### config.mk
export PLATFORM = sky130hd
export DESIGN_NAME = switch_debounce_array_flat
export DESIGN_NICKNAME = d
export VERILOG_FILES = /design/src/rtl/switch_debounce_array_if.sv /design/src/rtl/switch_debounce_array.sv /design/src/flat_wrapper.sv
export SDC_FILE = /design/constraint.sdc
export NUM_CORES = 1
export LEC_CHECK = 0
export CORE_MARGIN = 4
export CORE_UTILIZATION = 50
export DETAILED_ROUTE_END_ITERATION = 10
export PLACE_DENSITY = 0.7
export SYNTH_ARGS = -nofsm -noshare
export SYNTH_HDL_FRONTEND = slang
export SYNTH_SLANG_ARGS = --single-unit
### constraint.sdc
create_clock -name i_Clk -period 1.87 [get_ports i_Clk]
set_input_delay 0.4675 -clock i_Clk [delete_from_list [all_inputs] [get_ports i_Clk]]
set_output_delay 0.4675 -clock i_Clk [all_outputs]
set_load 0.1 [all_outputs]
### src/rtl/switch_debounce_array_if.sv
// Switch bundle between a debouncer and its consumer: raw levels in, conditioned levels and pulses out.
interface switch_debounce_array_if #(
  parameter int NUM_CH = 4
);
  logic [NUM_CH-1:0] i_Switch;
  logic [NUM_CH-1:0] o_Level;
  logic [NUM_CH-1:0] o_Rise;
  logic [NUM_CH-1:0] o_Fall;
  logic [NUM_CH-1:0] o_Toggle;
  logic [NUM_CH-1:0] o_Hold;

  modport master (
    output i_Switch,
    input  o_Level, o_Rise, o_Fall, o_Toggle, o_Hold
  );

  modport slave (
    input  i_Switch,
    output o_Level, o_Rise, o_Fall, o_Toggle, o_Hold
  );
endinterface

### src/rtl/switch_debounce_array.sv
// Per-channel switch conditioner: 2-flop sync, debounce counter, edge/toggle/hold pulses.
// Latency: level follows a clean step DEBOUNCE_LIMIT+1 edges after first sampling; no backpressure, every output registered.
module switch_debounce_array #(
  parameter int NUM_CH          = 4,
  parameter int DEBOUNCE_LIMIT  = 250000,
  parameter int HOLD_LIMIT      = 25000000,
  parameter int TOGGLE_ON_PRESS = 0
) (
  input  logic                    i_Clk,
  input  logic                    i_Reset,
  switch_debounce_array_if.slave  sw
);

  localparam int DB_W = $clog2(DEBOUNCE_LIMIT);
  localparam int HD_W = $clog2(HOLD_LIMIT);
  localparam logic [DB_W-1:0] DB_MAX = DB_W'(DEBOUNCE_LIMIT - 1);
  localparam logic [HD_W-1:0] HD_MAX = HD_W'(HOLD_LIMIT - 1);

  logic [NUM_CH-1:0] sync1_q, sync1_d;
  logic [NUM_CH-1:0] sync2_q, sync2_d;
  logic [NUM_CH-1:0] level_q, level_d;
  logic [NUM_CH-1:0] rise_q, rise_d;
  logic [NUM_CH-1:0] fall_q, fall_d;
  logic [NUM_CH-1:0] toggle_q, toggle_d;
  logic [NUM_CH-1:0] hold_q, hold_d;
  logic [NUM_CH-1:0] fired_q, fired_d;
  logic [DB_W-1:0]   db_cnt_q [NUM_CH];
  logic [DB_W-1:0]   db_cnt_d [NUM_CH];
  logic [HD_W-1:0]   hd_cnt_q [NUM_CH];
  logic [HD_W-1:0]   hd_cnt_d [NUM_CH];

  always_comb begin
    sync1_d  = sw.i_Switch;
    sync2_d  = sync1_q;
    level_d  = level_q;
    rise_d   = '0;
    fall_d   = '0;
    toggle_d = toggle_q;
    hold_d   = '0;
    fired_d  = fired_q;
    for (int i = 0; i < NUM_CH; i++) begin
      db_cnt_d[i] = '0;
      hd_cnt_d[i] = hd_cnt_q[i];
      if (sync2_q[i] != level_q[i]) begin
        if (db_cnt_q[i] == DB_MAX) begin
          level_d[i] = sync2_q[i];
          rise_d[i]  = sync2_q[i];
          fall_d[i]  = ~sync2_q[i];
        end else begin
          db_cnt_d[i] = db_cnt_q[i] + 1'b1;
        end
      end
      if ((TOGGLE_ON_PRESS != 0) ? rise_d[i] : fall_d[i]) begin
        toggle_d[i] = ~toggle_q[i];
      end
      // Counter parks at its max; fired_q keeps the pulse to one per press.
      if (!level_q[i]) begin
        hd_cnt_d[i] = '0;
        fired_d[i]  = 1'b0;
      end else if (hd_cnt_q[i] != HD_MAX) begin
        hd_cnt_d[i] = hd_cnt_q[i] + 1'b1;
      end else if (!fired_q[i]) begin
        hold_d[i]  = 1'b1;
        fired_d[i] = 1'b1;
      end
    end
  end

  always_ff @(posedge i_Clk) begin
    if (i_Reset) begin
      sync1_q  <= '0;
      sync2_q  <= '0;
      level_q  <= '0;
      rise_q   <= '0;
      fall_q   <= '0;
      toggle_q <= '0;
      hold_q   <= '0;
      fired_q  <= '0;
      for (int i = 0; i < NUM_CH; i++) begin
        db_cnt_q[i] <= '0;
        hd_cnt_q[i] <= '0;
      end
    end else begin
      sync1_q  <= sync1_d;
      sync2_q  <= sync2_d;
      level_q  <= level_d;
      rise_q   <= rise_d;
      fall_q   <= fall_d;
      toggle_q <= toggle_d;
      hold_q   <= hold_d;
      fired_q  <= fired_d;
      for (int i = 0; i < NUM_CH; i++) begin
        db_cnt_q[i] <= db_cnt_d[i];
        hd_cnt_q[i] <= hd_cnt_d[i];
      end
    end
  end

  assign sw.o_Level  = level_q;
  assign sw.o_Rise   = rise_q;
  assign sw.o_Fall   = fall_q;
  assign sw.o_Toggle = toggle_q;
  assign sw.o_Hold   = hold_q;

endmodule

### src/flat_wrapper.sv
// flat-port wrapper written by rule: the top's interface ports become plain ports
module switch_debounce_array_flat 
#(
  parameter int NUM_CH          = 4,
  parameter int DEBOUNCE_LIMIT  = 250000,
  parameter int HOLD_LIMIT      = 25000000,
  parameter int TOGGLE_ON_PRESS = 0
)
  (i_Clk, i_Reset, sw_i_Switch, sw_o_Level, sw_o_Rise, sw_o_Fall, sw_o_Toggle, sw_o_Hold);
  switch_debounce_array_if #(.NUM_CH(NUM_CH)) sw_i ();
  input  logic i_Clk;
  input  logic i_Reset;
  input wire logic [$bits(sw_i.i_Switch)-1:0] sw_i_Switch;
  output wire logic [$bits(sw_i.o_Level)-1:0] sw_o_Level;
  output wire logic [$bits(sw_i.o_Rise)-1:0] sw_o_Rise;
  output wire logic [$bits(sw_i.o_Fall)-1:0] sw_o_Fall;
  output wire logic [$bits(sw_i.o_Toggle)-1:0] sw_o_Toggle;
  output wire logic [$bits(sw_i.o_Hold)-1:0] sw_o_Hold;
  assign sw_i.i_Switch = sw_i_Switch;
  assign sw_o_Level = sw_i.o_Level;
  assign sw_o_Rise = sw_i.o_Rise;
  assign sw_o_Fall = sw_i.o_Fall;
  assign sw_o_Toggle = sw_i.o_Toggle;
  assign sw_o_Hold = sw_i.o_Hold;
  switch_debounce_array #(.NUM_CH(NUM_CH), .DEBOUNCE_LIMIT(DEBOUNCE_LIMIT), .HOLD_LIMIT(HOLD_LIMIT), .TOGGLE_ON_PRESS(TOGGLE_ON_PRESS)) u_core (.i_Clk(i_Clk), .i_Reset(i_Reset), .sw(sw_i));
endmodule
==> summary.txt, run 1 <==
Outcome
  • Outcome: finished with violations
  • Failing checks: setup timing

Timing
  • Setup TNS: -0.02140 ns
  • Period utilization: 101.1%
  • Fmax: 0.5287 GHz
  • Slew Limit Headroom: 70.82%
  • Final hold vios: 0
  • Final Skew: 0.009320 ns
  • Count of final max-slew check failures: 0
  • Final WS setup: -0.02140 ns
  • Tightest Pin Transition: 0.4361 ns
  • Final Setup Violations: 1
  • Min Tclk post-route: 1.891 ns
  • RSZ-0062 raised after global routing: true

Clock tree
  • Clock Tree Buf Depth: 3
  • CTS tree: done
  • Clock Latency Late Sink: 0.49 ns
  • Clock root buffer: clkbuf_16
  • Total CTS buffers: 22
  • Sink Count: 204
  • # hold bufs at CTS: 0
  • CTS H-tree lvls: 1
  • Clock Pin Slew Worst Setup and Hold Paths: 0.06 ns

Power
  • VDD IR max: 0.0006215 V
  • Seq pwr share: 49.2%
  • Comb pwr share: 0.8%
  • Sw Share: 19.50%
  • Pwr dens: 825.6 nW/um2
  • Psw: 1730 uW
  • Pint: 7142 uW
  • Clk pwr share: 50.1%
  • P_leak: 0.003690 uW

Synthesis
  • Synth cell types: 42
  • Post-synthesis sequential area ratio: 46.90%
  • Syn avg cell area: 8.742 um2
  • Top cells by count, synth: dfxtp_1 (204), nor2_1 (173), xor2_1 (80)
  • Most common cell in the netlist: dfxtp_1
  • Share of the synthesized area in the top cell type: 46.90%
  • Netlist Area Pre-Place: 8707 um2
  • Yosys synthesis warning count: 0
  • Ys async rst share: 0%
  • Synth Instances: 996
  • Post-synth EDFFs: 0
  • Seq cells post-synth: 204
  • Post-synth top area cell: dfxtp_1
  • Mapped Nets: 1010
  • Synth top area cells: dfxtp_1 (47%), xor2_1 (8.0%), nor2_1 (7.5%)
  • Dominant synthesized flop cell: dfxtp_1

GRT
  • Largest net degree at the start of global routing: 26
  • Vias in the first global route: 6504
  • Gr ovfl total: 0
  • Initial antenna violation count: 0
  • GRT Resource Usage Total: 17.27%
  • First-pass GRT wire length: 29860 um

Drt
  • Remaining DRCs: 0
  • Avg WL per Cell: 13.02 um
  • Detailed Route WL: 17250 um
  • Initial DRC Count: 303
  • Antenna Violating Nets Remaining: 0
  • Vias per inst: 5.294
  • DRT Pass-1 Iters: 4
  • Vias: 7014

Place
  • Placed cell area: 9884 um2
  • Input/output buffers: 25
  • Cells after DPL: 1281
  • Routability cong.: 0.7952
  • DP Wirelength: 11890 um

Hold path
  • Hold_sp: u_core.fired_q[2]$_SDFFE_PP0N_
  • Worst min path class: flop to flop
  • Worst Hold Path EP: u_core.sw.o_Hold[2]$_SDFF_PP0_
  • Hold Crit Depth: 1

Finish
  • Layout cells sized above 1: 14.57%
  • Final core occ: 63.90%
  • Design area: 10750 um2
  • Final nets: 1103
  • Area Overhead vs Synth: 23.42%
  • Final non-filler cell total: 1325
  • # diodes: 0

Die
  • Die ar.: 19590 um2
  • Die Width: 140.0 um
  • Die Ht: 140.0 um
  • Initial Utilization: 51.77%
  • Core Rows: 47
  • I/O pin cnt: 26
  • Core area: 16820 um2

Setup path
  • Worst path cell trace: ha_4 > nand3_4 > or4_4 > buf_6 > o211ai_1 > xor2_1 > nor2_1
  • WS Path Type: flop to flop
  • Startpoint Class: flop
  • Element type at the critical path end: flop
  • R2R cell count: 7
  • Reg2reg end: u_core.hd_cnt_q[0][12]$_SDFFE_PP0P_
  • Flop2flop setup slack: -0.02 ns
  • Worst Path Buf+Inv: 1
  • Slowest cell delay on critical path: 0.57 ns
  • Critical Path Fanout Max: 4
  • CP max-delay cell: or4_4
  • Reg2reg start: u_core.hd_cnt_q[0][1]$_SDFFE_PP0P_
  • CP top delay family: simple AND/OR/NAND/NOR gates
  • CP arrival: 2.27 ns
  • WP data required: 2.25 ns

Flow run
  • Max-Cap Viols: 0
## final cells by class
class | count | area [um2]
flip-flops and latches | 204 | 4093
well taps | 220 | 275.3
multi-input cells | 745 | 4488
clock buffers | 31 | 665.6
fillers | 1474 | 6072
inverters | 14 | 52.55
repair buffers | 102 | 1077
clock inverters | 9 | 95.09
## stage by stage
step	total power (uW)	hold slack, ns	setup slack (ns)
after detailed placement	4528	0.4121	-0.07710
final	8872	0.4205	-0.02140
after global placement	4526	0.4127	-0.05041
after CTS	8984	0.4240	0.004372
after global routing	9196	0.4322	-0.1258
after floorplan	4488	0.3986	-0.01276
## layer usage
| layer | up-vias | track usage [%] | routed length [um] |
|---|---|---|---|
| li1 | 3632 | - | - |
| met1 | 3291 | 23.53 | 8434 |
| met2 | 65 | 28.89 | 8123 |
| met3 | 26 | 2.829 | 410 |
| met4 | 0 | 4.080 | 282 |
| met5 | - | 0 | 0 |
## cell families (layout without fill, tap and decap cells)
group           count (synthesis)  in the layout  share of synthesized area (%)
compound gates                 66             66                          4.325
xor+xnor                      134            134                          13.48
fa+ha+maj                       8              8                          1.150
buf+inv                        47            156                          2.242
flops                         204            204                          46.90
mux                             7              7                         0.8047
simple gates                  530            530                          31.10
## worst reg2reg max path, stage by stage (launching register included)
cell,delay [ns]
dfxtp_2,0.36
ha_4,0.15
nand3_4,0.07
or4_4,0.57
buf_6,0.14
o211ai_1,0.21
xor2_1,0.21
nor2_1,0.07
## layout by cell type, fill, tap and decap left out, types with 8 or more instances in the layout
| master | synthesis | layout |
|---|---|---|
| a21oi_1 | 25 | 25 |
| and2_1 | 9 | 8 |
| and3_1 | 28 | 27 |
| and4_1 | 17 | 16 |
| buf_12 | 0 | 23 |
| buf_4 | 2 | 71 |
| clkbuf_16 | 0 | 23 |
| dfxtp_1 | 204 | 197 |
| inv_1 | 14 | 14 |
| nand2_1 | 64 | 64 |
| nand2b_1 | 13 | 13 |
| nand3_1 | 60 | 60 |
| nand4_1 | 44 | 44 |
| nor2_1 | 173 | 172 |
| nor2b_1 | 14 | 14 |
| nor3_1 | 40 | 40 |
| nor4_1 | 17 | 16 |
| o211ai_1 | 10 | 10 |
| o21ai_0 | 23 | 21 |
| or3_1 | 19 | 19 |
| xnor2_1 | 54 | 54 |
| xor2_1 | 80 | 80 |
## flip-flops by register name, indices dropped and copies added (netlist names)
| signal | cells |
|---|---|
| u_core.sw.o_Rise | 4 |
| u_core.sync2_q | 4 |
| u_core.db_cnt_q | 72 |
| u_core.sw.o_Level | 4 |
| u_core.sw.o_Hold | 4 |
| u_core.fired_q | 4 |
| u_core.sync1_q | 4 |
| u_core.hd_cnt_q | 100 |
| u_core.sw.o_Fall | 4 |
| u_core.sw.o_Toggle | 4 |
## how the worst max path moves through the flow
stage | startpoint | end | slack (ns) | depth (start not counted)
after floorplan | u_core.hd_cnt_q[0][0]$_SDFFE_PP0P_ | u_core.hd_cnt_q[0][1]$_SDFFE_PP0P_ | -0.01 | 8
after global placement | i_Reset | u_core.hd_cnt_q[0][55]$_SDFFE_PP0P_ | -0.05 | 5
after detailed placement | i_Reset | u_core.hd_cnt_q[0][53]$_SDFFE_PP0P_ | -0.08 | 5
after CTS | u_core.db_cnt_q[2][1]$_SDFF_PP0_ | u_core.sw.o_Toggle[2]$_SDFFE_PP0P_ | 0.004 | 5
after global routing | u_core.hd_cnt_q[0][1]$_SDFFE_PP0P_ | u_core.hd_cnt_q[0][12]$_SDFFE_PP0P_ | -0.13 | 7
final | u_core.hd_cnt_q[0][1]$_SDFFE_PP0P_ | u_core.hd_cnt_q[0][12]$_SDFFE_PP0P_ | -0.02 | 7
## power groups by stage
stage | logic (uW) | registers [uW] | clock network [uW]
after floorplan | 30.7 | 4460 | 0
final | 67.7 | 4360 | 4440
after detailed placement | 68.2 | 4460 | 0
after global routing | 75.4 | 4360 | 4760
after CTS | 69.0 | 4360 | 4550
after global placement | 67.1 | 4460 | 0
## repair_timing
action                                  CTS  global route
cloned                                    0             1
endpoints found under the setup margin    2            40
setup buffers                             0             3
resized for setup                         2            19
endpoints found under the hold margin     0             0
pin swaps                                 2             8
(Power assumes the default switching activity.)
==> run 2: changes to the inputs <==
--- a/config.mk
+++ b/config.mk
@@ -5,6 +5,7 @@
 export SDC_FILE = /design/constraint.sdc
 export NUM_CORES = 1
 export LEC_CHECK = 0
+export CORE_ASPECT_RATIO = 1.25
 export CORE_MARGIN = 4
 export CORE_UTILIZATION = 50
 export DETAILED_ROUTE_END_ITERATION = 10
==> run 2 against run 1 <==
Compared with the run above: the flow now finishes without violations; sequential share of layout area fell by 0.080 points; worst setup slack gained 0.11 ns; worst hold slack better by 0.0065 ns; fmax up 5.9%; register-to-register slack gained 0.11 ns; largest power group unchanged; sequential power about the same; clock skew is 0.00056 ns lower; critical path type unchanged.
==> summary.txt, run 2 (synthesis results as in run 1) <==
Die
  • Initial Utilization: 51.29% (-0.48 points)
  • Core area: 16980 um2 (+0.94%)
  • Die ar.: 19600 um2 (about the same)
  • I/O pin cnt: 26 (unchanged)
  • Die Ht: 155.5 um (+11%)
  • Core Rows: 53 (+13%)
  • Die Width: 126.0 um (-10%)

Timing
  • Period utilization: 95.51% (-5.6 points)
  • Tightest Pin Transition: 0.4608 ns (+0.02469 ns)
  • Fmax: 0.5599 GHz (+5.9%)
  • Count of final max-slew check failures: 0 (unchanged)
  • Min Tclk post-route: 1.786 ns (-0.1053 ns)
  • Hold Slack: 0.4270 ns (+0.006481 ns)
  • RSZ-0062 raised after global routing: true
  • Final Setup Violations: 0 (-1)
  • Final WS setup: 0.08395 ns (+0.1053 ns)
  • Final Skew: 0.008760 ns (-0.0005603 ns)
  • Final hold vios: 0 (unchanged)
  • Slew Limit Headroom: 69.17% (-1.7 points)

Clock tree
  • Clock Tree Buf Depth: 3 (unchanged)
  • Clock Latency Late Sink: 0.50 ns (about the same)
  • Clock root buffer: clkbuf_16
  • Total CTS buffers: 22 (unchanged)
  • Clock Pin Slew Worst Setup and Hold Paths: 0.06 ns (about the same)
  • Sink Count: 204 (unchanged)
  • CTS H-tree lvls: 1 (unchanged)
  • CTS tree: done
  • # hold bufs at CTS: 0 (unchanged)

GRT
  • Initial antenna violation count: 0 (unchanged)
  • GRT Resource Usage Total: 17.24% (-0.029 points)
  • Gr ovfl total: 0 (unchanged)
  • Vias in the first global route: 6693 (+2.9%)
  • Largest net degree at the start of global routing: 26 (unchanged)
  • First-pass GRT wire length: 29700 um (-0.53%)

Flow run
  • Max-Cap Viols: 0 (unchanged)

Drt
  • Avg WL per Cell: 12.82 um (-1.6%)
  • Antenna Violating Nets Remaining: 0 (unchanged)
  • Remaining DRCs: 0 (unchanged)
  • DRT Pass-1 Iters: 5 (+1)
  • Initial DRC Count: 377 (+24%)
  • Detailed Route WL: 17000 um (-1.5%)
  • Vias per inst: 5.290 (about the same)
  • Vias: 7014 (unchanged)

Power
  • P_leak: 0.003695 uW (+0.14%)
  • VDD IR max: 0.0007694 V (+24%)
  • Pwr dens: 830.0 nW/um2 (+0.53%)

Setup path
  • WS Path Type: flop to flop
  • Critical Path Fanout Max: 4 (unchanged)
  • CP arrival: 2.18 ns (-0.09 ns)
  • Element type at the critical path end: flop
  • WP data required: 2.26 ns (about the same)
  • Startpoint Class: flop

Finish
  • Most frequent cells in the layout: dfxtp_1 (197), nor2_1 (172), xor2_1 (80)
  • FILL cells: 1423 (-3.5%)
  • Final nets: 1105 (+0.18%)
  • Layout cells sized above 1: 14.74% (+0.17 points)
  • Final core occ: 63.44% (-0.46 points)
  • Register Area: 4093 um2 (unchanged)
  • Top reg by flops: u_core.hd_cnt_q
  • # diodes: 0 (unchanged)
  • Commonest non-fill, non-tap cell in the layout: dfxtp_1
  • Top Registers: u_core.hd_cnt_q x100, u_core.db_cnt_q x72
  • Multi-input logic area: 4504 um2 (+0.36%)
  • Max FFs per register: 100 (unchanged)
  • Area Overhead vs Synth: 23.68%

Hold path
  • Worst min path class: flop to flop

Place
  • Routability cong.: 0.8903 (+12%)
  • Input/output buffers: 25 (unchanged)
  • Dpl ws: -0.05232 ns (+0.02478 ns)
  • DP Wirelength: 11850 um (-0.37%)

Outcome
  • Outcome: finished, final reports clean
==> run 2: metrics by stage <==
step | instances | cell area [um2] | power [uW] | TNS [ns]
final | 1326 | 10770 | 8938 | 0
after global routing | 1326 | 10770 | 9235 | -0.02946
after CTS | 1322 | 10660 | 9060 | 0
after detailed placement | 1283 | 9887 | 4528 | -0.1946
after global placement | 1283 | 9887 | 4526 | -0.1532
after floorplan | 996 | 8720 | 4488 | -0.01276
==> run 2: final cells by class <==
| cell class | instances | area share, % |
|---|---|---|
| inverter | 14 | 0.4880 |
| tap | 220 | 2.556 |
| timing repair buffer | 104 | 9.969 |
| multi-input combinational | 745 | 41.83 |
| sequential | 204 | 38.00 |
| clock inverter | 4 | 0.6506 |
| clock buffer | 35 | 6.506 |
==> run 2: repair_timing <==
action,4_1_cts,5_1_grt
gates cloned,0,1
setup endpoints to repair,3,28
pin swaps,0,9
gates resized for setup,1,23
setup buffers,0,3
==> run 2: path summary, 6_finish.rpt <==
kind	end	slack, ns	depth (start not counted)	from
worst max-delay path	u_core.hd_cnt_q[0][12]$_SDFFE_PP0P_	0.08	7	u_core.hd_cnt_q[0][1]$_SDFFE_PP0P_
worst min-delay path	u_core.sw.o_Hold[2]$_SDFF_PP0_	0.43	1	u_core.fired_q[2]$_SDFFE_PP0N_
worst max register to register	u_core.hd_cnt_q[0][12]$_SDFFE_PP0P_	0.08	7	u_core.hd_cnt_q[0][1]$_SDFFE_PP0P_
worst min register to register	u_core.sw.o_Hold[2]$_SDFF_PP0_	0.43	1	u_core.fired_q[2]$_SDFFE_PP0N_
==> run 2: critical path, stage by stage (launching register included) <==
cell and delay (ns):
dfxtp_2 0.35, ha_4 0.14, nand3_2 0.08, or4_4 0.55, buf_6 0.14, o211ai_1 0.20, xor2_1 0.17, nor2_1 0.05
==> run 2: metal layers <==
metal | up-vias | routed length, um | GRT usage (%)
li1 | 3637 | - | -
met1 | 3281 | 8026 | 22.82
met2 | 72 | 8145 | 29.67
met3 | 24 | 503 | 2.432
met4 | 0 | 320 | 4.650
met5 | - | 0 | 0
==> run 2: power by group <==
| part | switching (uW) | leakage [uW] | internal (uW) |
|---|---|---|---|
| clock | 1680 | 0.000382 | 2830 |
| combinational | 31.9 | 0.00167 | 35.5 |
| sequential | 7.31 | 0.00165 | 4360 |
==> run 3: changes to the inputs <==
--- a/config.mk
+++ b/config.mk
@@ -9,7 +9,7 @@
 export CORE_MARGIN = 4
 export CORE_UTILIZATION = 50
 export DETAILED_ROUTE_END_ITERATION = 10
-export PLACE_DENSITY = 0.7
+export PLACE_DENSITY = 0.67
 export SYNTH_ARGS = -nofsm -noshare
 export SYNTH_HDL_FRONTEND = slang
 export SYNTH_SLANG_ARGS = --single-unit
==> constraint.sdc (replaced) <==
create_clock -name i_Clk -period 2.2 [get_ports i_Clk]
set_input_delay 0.55 -clock i_Clk [delete_from_list [all_inputs] [get_ports i_Clk]]
set_output_delay 0.55 -clock i_Clk [all_outputs]
set_load 0.1 [all_outputs]
==> run 3 against run 2 <==
Compared with the run above: worst setup slack gained 0.049 ns; worst hold slack got worse by 0.0073 ns; non-clock buffer count is 52 lower; total power is 15% lower; critical path type unchanged.
==> summary.txt, run 3 (synthesis results as in run 1) <==
Die
  • Die Ht: 155.5 um (unchanged)
  • Initial Utilization: 51.29% (unchanged)
  • Die Width: 126.0 um (unchanged)
  • Core area: 16980 um2 (unchanged)
  • I/O pin cnt: 26 (unchanged)
  • Core Rows: 53 (unchanged)
  • Die ar.: 19600 um2 (unchanged)

Power
  • Tot Pwr: 7626 uW (-15%)
  • Pint: 6153 uW (-15%)
  • Clk pwr share: 50.7% (+0.3 points)
  • VDD IR max: 0.0006384 V (-17%)
  • Psw: 1472 uW (-14%)
  • Pwr dens: 758.2 nW/um2 (-8.6%)
  • Comb pwr share: 0.6% (-0.2 points)
  • P_leak: 0.003367 uW (-8.9%)
  • Sw Share: 19.31% (+0.10 points)
  • Seq pwr share: 48.6% (-0.2 points)

Finish
  • Top reg by flops: u_core.hd_cnt_q
  • # diodes: 0 (unchanged)
  • Final non-filler cell total: 1275 (-3.8%)
  • Most frequent cells in the layout: dfxtp_1 (204), nor2_1 (173), xor2_1 (80)
  • Final nets: 1053 (-4.7%)
  • Area Overhead vs Synth: 15.50%
  • Top Registers: u_core.hd_cnt_q x100, u_core.db_cnt_q x72
  • Max FFs per register: 100 (unchanged)
  • FILL cells: 1522 (+7.0%)
  • Register Area: 4084 um2 (-0.21%)
  • Commonest non-fill, non-tap cell in the layout: dfxtp_1
  • Layout cells sized above 1: 8.626% (-6.1 points)
  • Multi-input logic area: 4428 um2 (-1.7%)

Timing
  • Final hold vios: 0 (unchanged)
  • Hold Slack: 0.4197 ns (-0.007286 ns)
  • Fmax: 0.4837 GHz (-14%)
  • RSZ-0062 raised after global routing: false
  • Slew Limit Headroom: 58.57% (-11 points)
  • Final Skew: 0.01051 ns (+0.001748 ns)
  • Period utilization: 93.97% (-1.5 points)
  • Min Tclk post-route: 2.067 ns (+0.2812 ns)
  • Final WS setup: 0.1327 ns (+0.04878 ns)
  • Tightest Pin Transition: 0.6166 ns (+0.1559 ns)
  • Count of final max-slew check failures: 0 (unchanged)
  • Final Setup Violations: 0 (unchanged)
  • Setup TNS: 0 ns (unchanged)

GRT
  • GR Layer Usage met3: 2.911% (+0.48 points)
  • Most used routing layer: met2
  • First-pass GRT wire length: 28800 um (-3.0%)
  • Met1 Usage GRT: 21.29% (-1.5 points)
  • Vias in the first global route: 6393 (-4.5%)
  • Initial antenna violation count: 0 (unchanged)
  • GRT Resource Usage Total: 16.68% (-0.56 points)
  • Largest net degree at the start of global routing: 28 (+7.7%)
  • Grt met2 use: 29.14% (-0.53 points)
  • Gr ovfl total: 0 (unchanged)

Setup path
  • WP data required: 2.59 ns (+0.33 ns)
  • Worst Path Buf+Inv: 1 (unchanged)
  • CP top delay family: simple AND/OR/NAND/NOR gates
  • Slowest cell delay on critical path: 0.58 ns (+0.03 ns)
  • Element type at the critical path end: flop
  • CP max-delay cell: or4_1
  • WS Path Type: flop to flop
  • Startpoint Class: flop
  • Worst path cell trace: ha_1 > nand3_2 > or4_1 > buf_4 > o21ai_0 > xor2_1 > nor2_1
  • Critical Path Fanout Max: 5 (+1)
  • CP arrival: 2.45 ns (+0.27 ns)

Clock tree
  • # hold bufs at CTS: 0 (unchanged)
  • Clock Latency Late Sink: 0.50 ns (about the same)
  • Clock Tree Buf Depth: 3 (unchanged)
  • CTS tree: done
  • Clock root buffer: clkbuf_16
  • CTS H-tree lvls: 1 (unchanged)
  • Number of gates resized after cts: 0 (-1)
  • Clock Pin Slew Worst Setup and Hold Paths: 0.06 ns (about the same)
  • Setup bufs post-CTS: 0 (unchanged)
  • Sink Count: 204 (unchanged)
  • Total CTS buffers: 22 (unchanged)

Place
  • Input/output buffers: 25 (unchanged)
  • DP Wirelength: 11180 um (-5.6%)
  • Cells after DPL: 1235 (-3.7%)
  • Dpl ws: 0.08235 ns (+0.1347 ns)
  • Routability cong.: 0.7826 (-12%)

Drt
  • Detailed Route WL: 16400 um (-3.5%)
  • Vias: 6784 (-3.3%)
  • Avg WL per Cell: 12.86 um (+0.37%)
  • DRT Pass-1 Iters: 4 (-1)
  • Antenna Violating Nets Remaining: 0 (unchanged)
  • Remaining DRCs: 0 (unchanged)
  • Vias per inst: 5.321 (+0.59%)
  • Initial DRC Count: 316 (-16%)

Hold path
  • Worst min path class: flop to flop

Flow run
  • Max-Cap Viols: 0 (unchanged)

Outcome
  • Outcome: finished, final reports clean
==> run 3: cell count changes in the layout (fill, tap and decap cells not counted), moves of 3 or more <==
cell	previous run	this run
clkbuf_8	8	5
or4_1	7	10
dfxtp_2	7	0
buf_12	22	3
dfxtp_1	197	204
buf_4	74	44
or4_4	3	0
==> run 3: final cells by class <==
| class | instances | share of cell area [%] |
|---|---|---|
| clock buffers | 32 | 6.556 |
| clock inverters | 8 | 1.169 |
| inverters | 14 | 0.5225 |
| multi-input cells | 745 | 44.03 |
| flip-flops and latches | 204 | 40.61 |
| well taps | 220 | 2.737 |
| repair buffers | 52 | 4.379 |
==> run 3: per-stage QoR <==
stage,util [%],area (um2)
2_1_floorplan,-,8707
3_3_place_gp,54.67,9280
3_5_place_dp,54.67,9280
4_1_cts,59.24,10060
5_1_grt,59.24,10060
6_report,59.24,10060
==> run 3: routing by layer <==
metal / vias up / routed length (um)
met1: 3150 / 7727
li1: 3532 / -
met4: 0 / 283
met2: 77 / 7814
met5: - / 0
met3: 25 / 576
==> run 3: power by group through the flow <==
stage / Sequential [uW] / Combinational, uW / Clock (uW)
finish: 3710 / 47.0 / 3870
global route: 3710 / 52.0 / 4130
CTS: 3710 / 48.0 / 3980
detailed placement: 3790 / 47.7 / 0
global placement: 3790 / 47.1 / 0
floorplan: 3790 / 26.1 / 0
==> run 3: path summary, 6_finish.rpt <==
kind / start / to / slack (ns) / cells past startpoint
worst max register to register: u_core.hd_cnt_q[0][1]$_SDFFE_PP0P_ / u_core.hd_cnt_q[0][2]$_SDFFE_PP0P_ / 0.13 / 7
worst min register to register: u_core.fired_q[1]$_SDFFE_PP0N_ / u_core.sw.o_Hold[1]$_SDFF_PP0_ / 0.42 / 1
worst min-delay path: u_core.fired_q[1]$_SDFFE_PP0N_ / u_core.sw.o_Hold[1]$_SDFF_PP0_ / 0.42 / 1
worst max-delay path: u_core.hd_cnt_q[0][1]$_SDFFE_PP0P_ / u_core.hd_cnt_q[0][2]$_SDFFE_PP0P_ / 0.13 / 7
